$ cat src/rtl/operand_drain.sv
// Drains up to three accumulator operand slots downstream over a valid/ready
// handshake, lowest index first, then pulses clear to release the slots.
module operand_drain #(
  parameter int DATA_W = 8
) (
  input  logic              clk,
  input  logic              rst_n,
  input  logic              start,
  input  logic [DATA_W-1:0] r0,
  input  logic [DATA_W-1:0] r1,
  input  logic [DATA_W-1:0] r2,
  input  logic              r0_valid,
  input  logic              r1_valid,
  input  logic              r2_valid,
  output logic [DATA_W-1:0] out_data,
  output logic              out_valid,
  input  logic              out_ready,
  output logic [1:0]        out_idx,
  output logic              out_last,
  output logic              clear,
  output logic              busy,
  output logic [1:0]        count,
  output logic              err_empty
);

  typedef enum logic [1:0] {IDLE, SEND, CLEAR} state_t;

  state_t                   state;
  logic [2:0][DATA_W-1:0]   snap_data;
  logic [2:0]               pend;       // captured valid slots not yet handed off
  logic [2:0][DATA_W-1:0]   in_data;
  logic [2:0]               in_vld;
  logic [2:0]               pend_rem;

  assign in_data  = {r2, r1, r0};
  assign in_vld   = {r2_valid, r1_valid, r0_valid};
  assign pend_rem = pend & ~(3'b001 << out_idx);

  function automatic logic [1:0] lowest(input logic [2:0] m);
    if (m[0])      lowest = 2'd0;
    else if (m[1]) lowest = 2'd1;
    else           lowest = 2'd2;
  endfunction

  function automatic logic single(input logic [2:0] m);
    single = (m == 3'b001) || (m == 3'b010) || (m == 3'b100);
  endfunction

  always_ff @(posedge clk or negedge rst_n) begin
    if (!rst_n) begin
      state     <= IDLE;
      snap_data <= '0;
      pend      <= '0;
      out_data  <= '0;
      out_valid <= 1'b0;
      out_idx   <= 2'd0;
      out_last  <= 1'b0;
      clear     <= 1'b0;
      busy      <= 1'b0;
      count     <= 2'd0;
      err_empty <= 1'b0;
    end else begin
      err_empty <= 1'b0;
      clear     <= 1'b0;
      case (state)
        IDLE: begin
          if (start) begin
            if (|in_vld) begin
              // First operand is offered straight from the inputs so out_valid
              // rises in the cycle right after start.
              snap_data <= in_data;
              pend      <= in_vld;
              count     <= 2'd0;
              state     <= SEND;
              busy      <= 1'b1;
              out_valid <= 1'b1;
              out_data  <= in_data[lowest(in_vld)];
              out_idx   <= lowest(in_vld);
              out_last  <= single(in_vld);
            end else begin
              err_empty <= 1'b1;
            end
          end
        end
        SEND: begin
          if (out_ready) begin
            pend <= pend_rem;
            if (count != 2'd3) count <= count + 2'd1;
            if (pend_rem == 3'b000) begin
              state     <= CLEAR;
              clear     <= 1'b1;
              out_valid <= 1'b0;
              out_data  <= '0;
              out_idx   <= 2'd0;
              out_last  <= 1'b0;
            end else begin
              out_data <= snap_data[lowest(pend_rem)];
              out_idx  <= lowest(pend_rem);
              out_last <= single(pend_rem);
            end
          end
        end
        CLEAR: begin
          state <= IDLE;
          busy  <= 1'b0;
        end
        default: begin
          state <= IDLE;
          busy  <= 1'b0;
        end
      endcase
    end
  end

endmodule
$ cat config.mk
export PLATFORM = sky130hd
export DESIGN_NAME = operand_drain
export DESIGN_NICKNAME = d
export VERILOG_FILES = /design/src/rtl/operand_drain.sv
export SDC_FILE = /design/constraint.sdc
export NUM_CORES = 1
export LEC_CHECK = 0
export CAP_MARGIN = 5
export CORE_MARGIN = 5
export CORE_UTILIZATION = 60
export DETAILED_ROUTE_END_ITERATION = 7
export DONT_BUFFER_PORTS = 1
export PLACE_DENSITY = 0.84
export SYNTH_ARGS = -nofsm -noshare
export SYNTH_HDL_FRONTEND = slang
export SYNTH_SLANG_ARGS = --single-unit
$ cat constraint.sdc
create_clock -name clk -period 2.7 [get_ports clk]
set_input_delay 0 -clock clk [delete_from_list [all_inputs] [get_ports clk]]
set_output_delay 0 -clock clk [all_outputs]
set_load 0.02 [all_outputs]
# Word level (Yosys, flattened, before mapping)
# Cells that the tools add are included.
[word_totals]
register_bits = 46
inputBits = 31
output_inout_bits = 17
elab_cells = 100
[op_classes]
add_sub_neg = 1
magnitude_cmp = 2
eq_ne = 13
shift = 1
muxes = 53
bitwise = 3
n_reduce_logical = 14
[ops]
columns = ["op", "count"]
rows = [
  ["8-bit two-way mux", 6],
  ["2-bit two-way mux", 20],
  ["8-bit binary-select mux with 2-bit select", 2],
  ["8-bit case mux with 2 select lines", 1],
  ["1-bit two-way mux", 14],
  ["2-bit != test (second input constant)", 6],
  ["2-bit case mux with 2 select lines", 3],
  ["5-bit AND reduction", 2],
  ["3-bit two-way mux", 3],
  ["4-bit AND reduction", 2],
  ["3-bit by 1-bit equality test with 1-bit output (second input constant)", 2],
  ["3-bit by 2-bit equality test with 1-bit output (second input constant)", 2],
  ["3-bit equality test (second input constant)", 2],
  ["2-bit by 3-bit < comparator with 1-bit output (second input constant)", 2],
  ["1-bit case mux with 2 select lines", 3],
  ["3-bit case mux with 2 select lines", 1],
  ["3-bit AND reduction", 2],
  ["1-bit logical OR", 4],
  ["3-bit bitwise AND", 1],
  ["3-bit logical NOT", 1],
  ["3-bit inverter", 1],
  ["3-bit OR reduction", 1],
  ["1-bit by 2-bit left shift with 3-bit output (first input constant)", 1],
  ["2-bit by 1-bit adder with 2-bit output (second input constant)", 1],
  ["4 further kinds", 4],
]

# Longest topological paths before layout
[logic_depth]
depth_word = 13
ltp_mapped = 7

# Worst setup path after synthesis
# OpenSTA, ideal clock, no wires.
[synth_timing]
path_kind = "register -> register"
startpoint = "register out_idx[0]"
endpoint = "register out_data[0]"
t_arrival_ps = 1595
slack_ps = 1015
path_stages_with_launch = 6
path_buffers = 1
path_cell_list = "dfrtp_1 buf_2 o21ai_1 a2111oi_4 nand2_1 o221ai_1"
[synth_between]
elab_chain_len = 13
[synth_lines]
columns = ["item", "line_no", "rtl"]
rows = [
  ["from (decl)", "18", "output logic [1:0] out_idx,"],
  ["from (signal assigned)", "78", "out_idx <= lowest(in_vld);"],
  ["from (signal assigned)", "98", "out_idx <= lowest(pend_rem);"],
  ["1-bit by 2-bit left shift with 3-bit output (*)", "37", "assign pend_rem = pend & ~(3'b001 << out_idx);"],
  ["3-bit inverter (*)", "37", ""],
  ["3-bit bitwise AND (*)", "37", ""],
  ["2-bit two-way mux", "41", "else if (m[1]) lowest = 2'd1;"],
  ["2-bit two-way mux", "40", "if (m[0]) lowest = 2'd0;"],
  ["2-bit two-way mux", "89", "if (pend_rem == 3'b000) begin"],
  ["2-bit two-way mux", "86", "if (out_ready) begin"],
  ["2-bit two-way mux", "65", "case (state)"],
  ["8-bit binary-select mux with 2-bit select", "97", "out_data <= snap_data[lowest(pend_rem)];"],
  ["8-bit two-way mux (not written as such)", "97", ""],
  ["8-bit two-way mux (*)", "89", ""],
  ["8-bit two-way mux (*)", "86", ""],
  ["8-bit case mux with 2 select lines (*)", "65", ""],
  ["to (signal assigned)", "77", "out_data <= in_data[lowest(in_vld)];"],
  ["to (signal assigned)", "97", ""],
  ["to (decl)", "15", "output logic [DATA_W-1:0] out_data,"],
]
# Mark *: on every way between the ends. The rest lies on a longest branch, timed or not. The select of a mux whose other input is x is not followed.
# A chain may end at the register's enable or synchronous reset.

# Worst setup path after layout
[layout_timing]
startpoint = "register out_idx[1]"
endpoint = "register out_data[0]"
# The elaborated chain is that of the path after synthesis.

==> summary.txt <==
Critical path
  • Largest stage delay on the critical path: 720 ps
  • Startpoint types: flip-flop
  • Crit-path max FO: 14
  • Setup CP Type: flip-flop to flip-flop
  • CP endpoint kind: flip-flop
  • Reg2reg setup slack: 640 ps
  • Critical Path AT: 2270 ps
  • R2r endpoint: out_data[0]
  • Worst path slowest cell: dfrtp_1
  • Reg2reg start: out_idx[1]
  • Cell count of the worst reg-to-reg path: 4
  • Data required, critical path: 2910 ps
  • CP cell instances: o21ai_1 > a2111oi_4 > nand2_1 > o221ai_1

Synth
  • Synth Flop Type: dfrtp_1
  • Top-area cell type share of the netlist area: between 40 and 50%
  • Most frequent cells after synthesis: dfrtp_1, mux2_2, o21ai_0
  • Ys async rst share: between 90% and 100%
  • Synth area leaders: dfrtp_1, mux2_2, mux2i_1
  • Synth area leader: dfrtp_1
  • Yosys Warn Count: 0
  • #FFs+latches synth: 46
  • Cell with the most instances after synthesis: dfrtp_1
  • Distinct cells, synth: 44
  • Syn Area/Cell: 10.7 um2
  • Syn Nets: 274
  • Sequential-to-total area share from yosys stat: 44.7%
  • Post-Syn Instances: 242
  • Number of flops mapped to enable cells by yosys: 0
  • Cell area after synthesis: about 2600 um2

STA
  • Slack of the critical path: 643 ps
  • Slew headroom: between 50% and 60%
  • Post-Route Setup TNS: 0 ps
  • Clock skew: between 10 and 15 ps
  • Slew @ Worst Pin: 629 ps
  • RSZ-0062 raised after global routing: false
  • Tmin final: between 2000 and 2500 ps
  • Setup violators final: 0
  • Final period util: 76.2%
  • Achievable Freq: 486 MHz
  • Final hold violations: 0
  • Final Max Slew Viols: 0

Floorplan
  • # rows: 23
  • Initial core utilization: 63.1%
  • IO Count: 48
  • Die area: 5710 um2
  • CORE AREA: 4090 um2
  • Die Y: 75.5 um
  • Chip Width: 75.5 um

Clocking
  • CTS H-tree depth: 2
  • Latest clock arrival within the worst-skew pair: 310 ps
  • TritonCTS clock tree: built
  • Num CTS Buffers: 5
  • Clk sinks: between 40 and 50
  • Hold buffer count at CTS: 31
  • Clock root buffer: clkbuf_8
  • Post_cts resized: 0
  • Max Buffers Root-to-Sink: 2
  • Worst-path clk slew: 80 ps
  • Post-CTS Setup Bufs: 0

Run status
  • Status: finished clean

Global routing
  • Aggregate global routing overflow: 0
  • GRT Total Usage: 24.3%
  • First-pass GRT wire length: slightly above 10000 um
  • Vias in the first global route: 2091
  • Initial antenna violation count: 0
  • Largest net degree at the start of global routing: 47

Run
  • Max Cap Viol: 0

Routing
  • DRC violations left: 0
  • DR pass1 iterations: 4
  • DR vias: 1972
  • Vias per inst: 6.34
  • Routed Wire Length: 6210 um
  • Detailed-route wire length per cell: 20.0 um
  • Final ANT Viol Nets: 0
  • Drt first-iter violations: about 260

Worst hold path
  • Hold Path Stages: 3
  • Worst hold endpoint: out_idx[0]
  • Hold Path Class: input pin to flip-flop
  • HP Start: r0_valid

Power and ir drop
  • VDD IR max: 0.635 mV
  • Lkg Pwr: 1.26 nW
  • Power Dens Cells: 1130 nW/um2
  • Power Total: 3.39 mW

Placement
  • Worst slack, placed: 674 ps
  • Post-detail-place hpwl: 3780 um
  • Number of port buffers: 0
  • RePlAce Congestion: 0.858

Final layout
  • Nets: ~290
  • Diodes inserted: 0
  • Layout cells sized above 1: 17.6%
  • Layout area overhead: 16.7%
## registers in the layout (all words and copies together) (netlist names)
register   flops
out_idx        2
clear          1
out_last       1
state          2
snap_data     24
pend           3
out_valid      1
busy           1
err_empty      1
count          2
out_data       8
## kinds of logic (layout without fill, tap and decap cells)
| group | Yosys count | after routing | share of synthesized area, % |
|---|---|---|---|
| compound gates | 64 | 64 | 18.2 |
| xor+xnor | 2 | 2 | 0.680 |
| fa+ha+maj | 1 | 1 | 0.485 |
| buf+inv | 23 | 42 | 4.51 |
| flops | 46 | 46 | 44.7 |
| mux | 39 | 39 | 16.8 |
| simple gates | 67 | 67 | 14.7 |
## how the worst max path moves through the flow
| stage | to | slack (ps) | from |
|---|---|---|---|
| final | out_data[0] | 640 | out_idx[1] |
| after CTS | out_data[0] | 630 | out_idx[1] |
| after detailed placement | out_data[7] | 670 | out_idx[1] |
| after floorplan | out_data[0] | 1010 | out_idx[0] |
| after global routing | out_data[6] | 520 | out_idx[1] |
| after global placement | out_data[7] | 770 | out_idx[1] |
## stage by stage
stage / util [%] / hold WS [ps] / instances / instance area [um2]
after detailed placement: 62.1 / -294 / 272 / 2540
after CTS: 73.6 / 0.459 / 311 / 3010
final: 73.6 / 8.48 / 311 / 3010
after global routing: 73.6 / 16.7 / 311 / 3010
after global placement: 62.1 / -294 / 272 / 2540
after floorplan: - / -296 / 242 / 2580
## routing by layer
layer / wire [um] / share of wire, % / track usage, %
met1: 2420 / 39 / 30.6
met5: 0 / 0 / 0
met4: 150 / 2.4 / 10.5
met2: 3020 / 49 / 38.4
met3: 616 / 9.9 / 8.05
## cell usage in the layout, fill, tap and decap left out, types with 5 or more instances in the layout
master | Yosys | routed
mux2_2 | 26 | 26
nand2_1 | 18 | 18
clkbuf_8 | 0 | 6
nor2_1 | 5 | 5
dlygate4sd3_1 | 0 | 30
a21boi_0 | 7 | 7
o21ai_0 | 19 | 19
mux2i_1 | 11 | 11
o31ai_1 | 11 | 11
and3_1 | 7 | 7
dfrtp_1 | 46 | 46
o221ai_1 | 6 | 6
nand2b_1 | 17 | 17
## area by class of cell
type	instances	area, um2
sequential	46	1150
multi-input combinational	173	1310
fill	282	1080
tap	50	62.6
clock buffer	6	82.6
timing repair buffer	32	335
inverter	2	7.51
clock inverter	2	60.1
## worst max-delay path, delay by kind of cell (launching register included)
family | cells | cell delay (ps)
flops | 1 | 720
simple gates | 1 | 270
compound gates | 3 | 990
## power by group
part | leakage [nW] | internal (mW) | switching (mW)
Sequential | 0.559 | 1.01 | 0.437
Clock | 0.0714 | 0.395 | 0.237
Combinational | 0.630 | 0.675 | 0.630
Total | 1.26 | 2.08 | 1.30
Note: power is estimated with default switching activity, not from simulation.
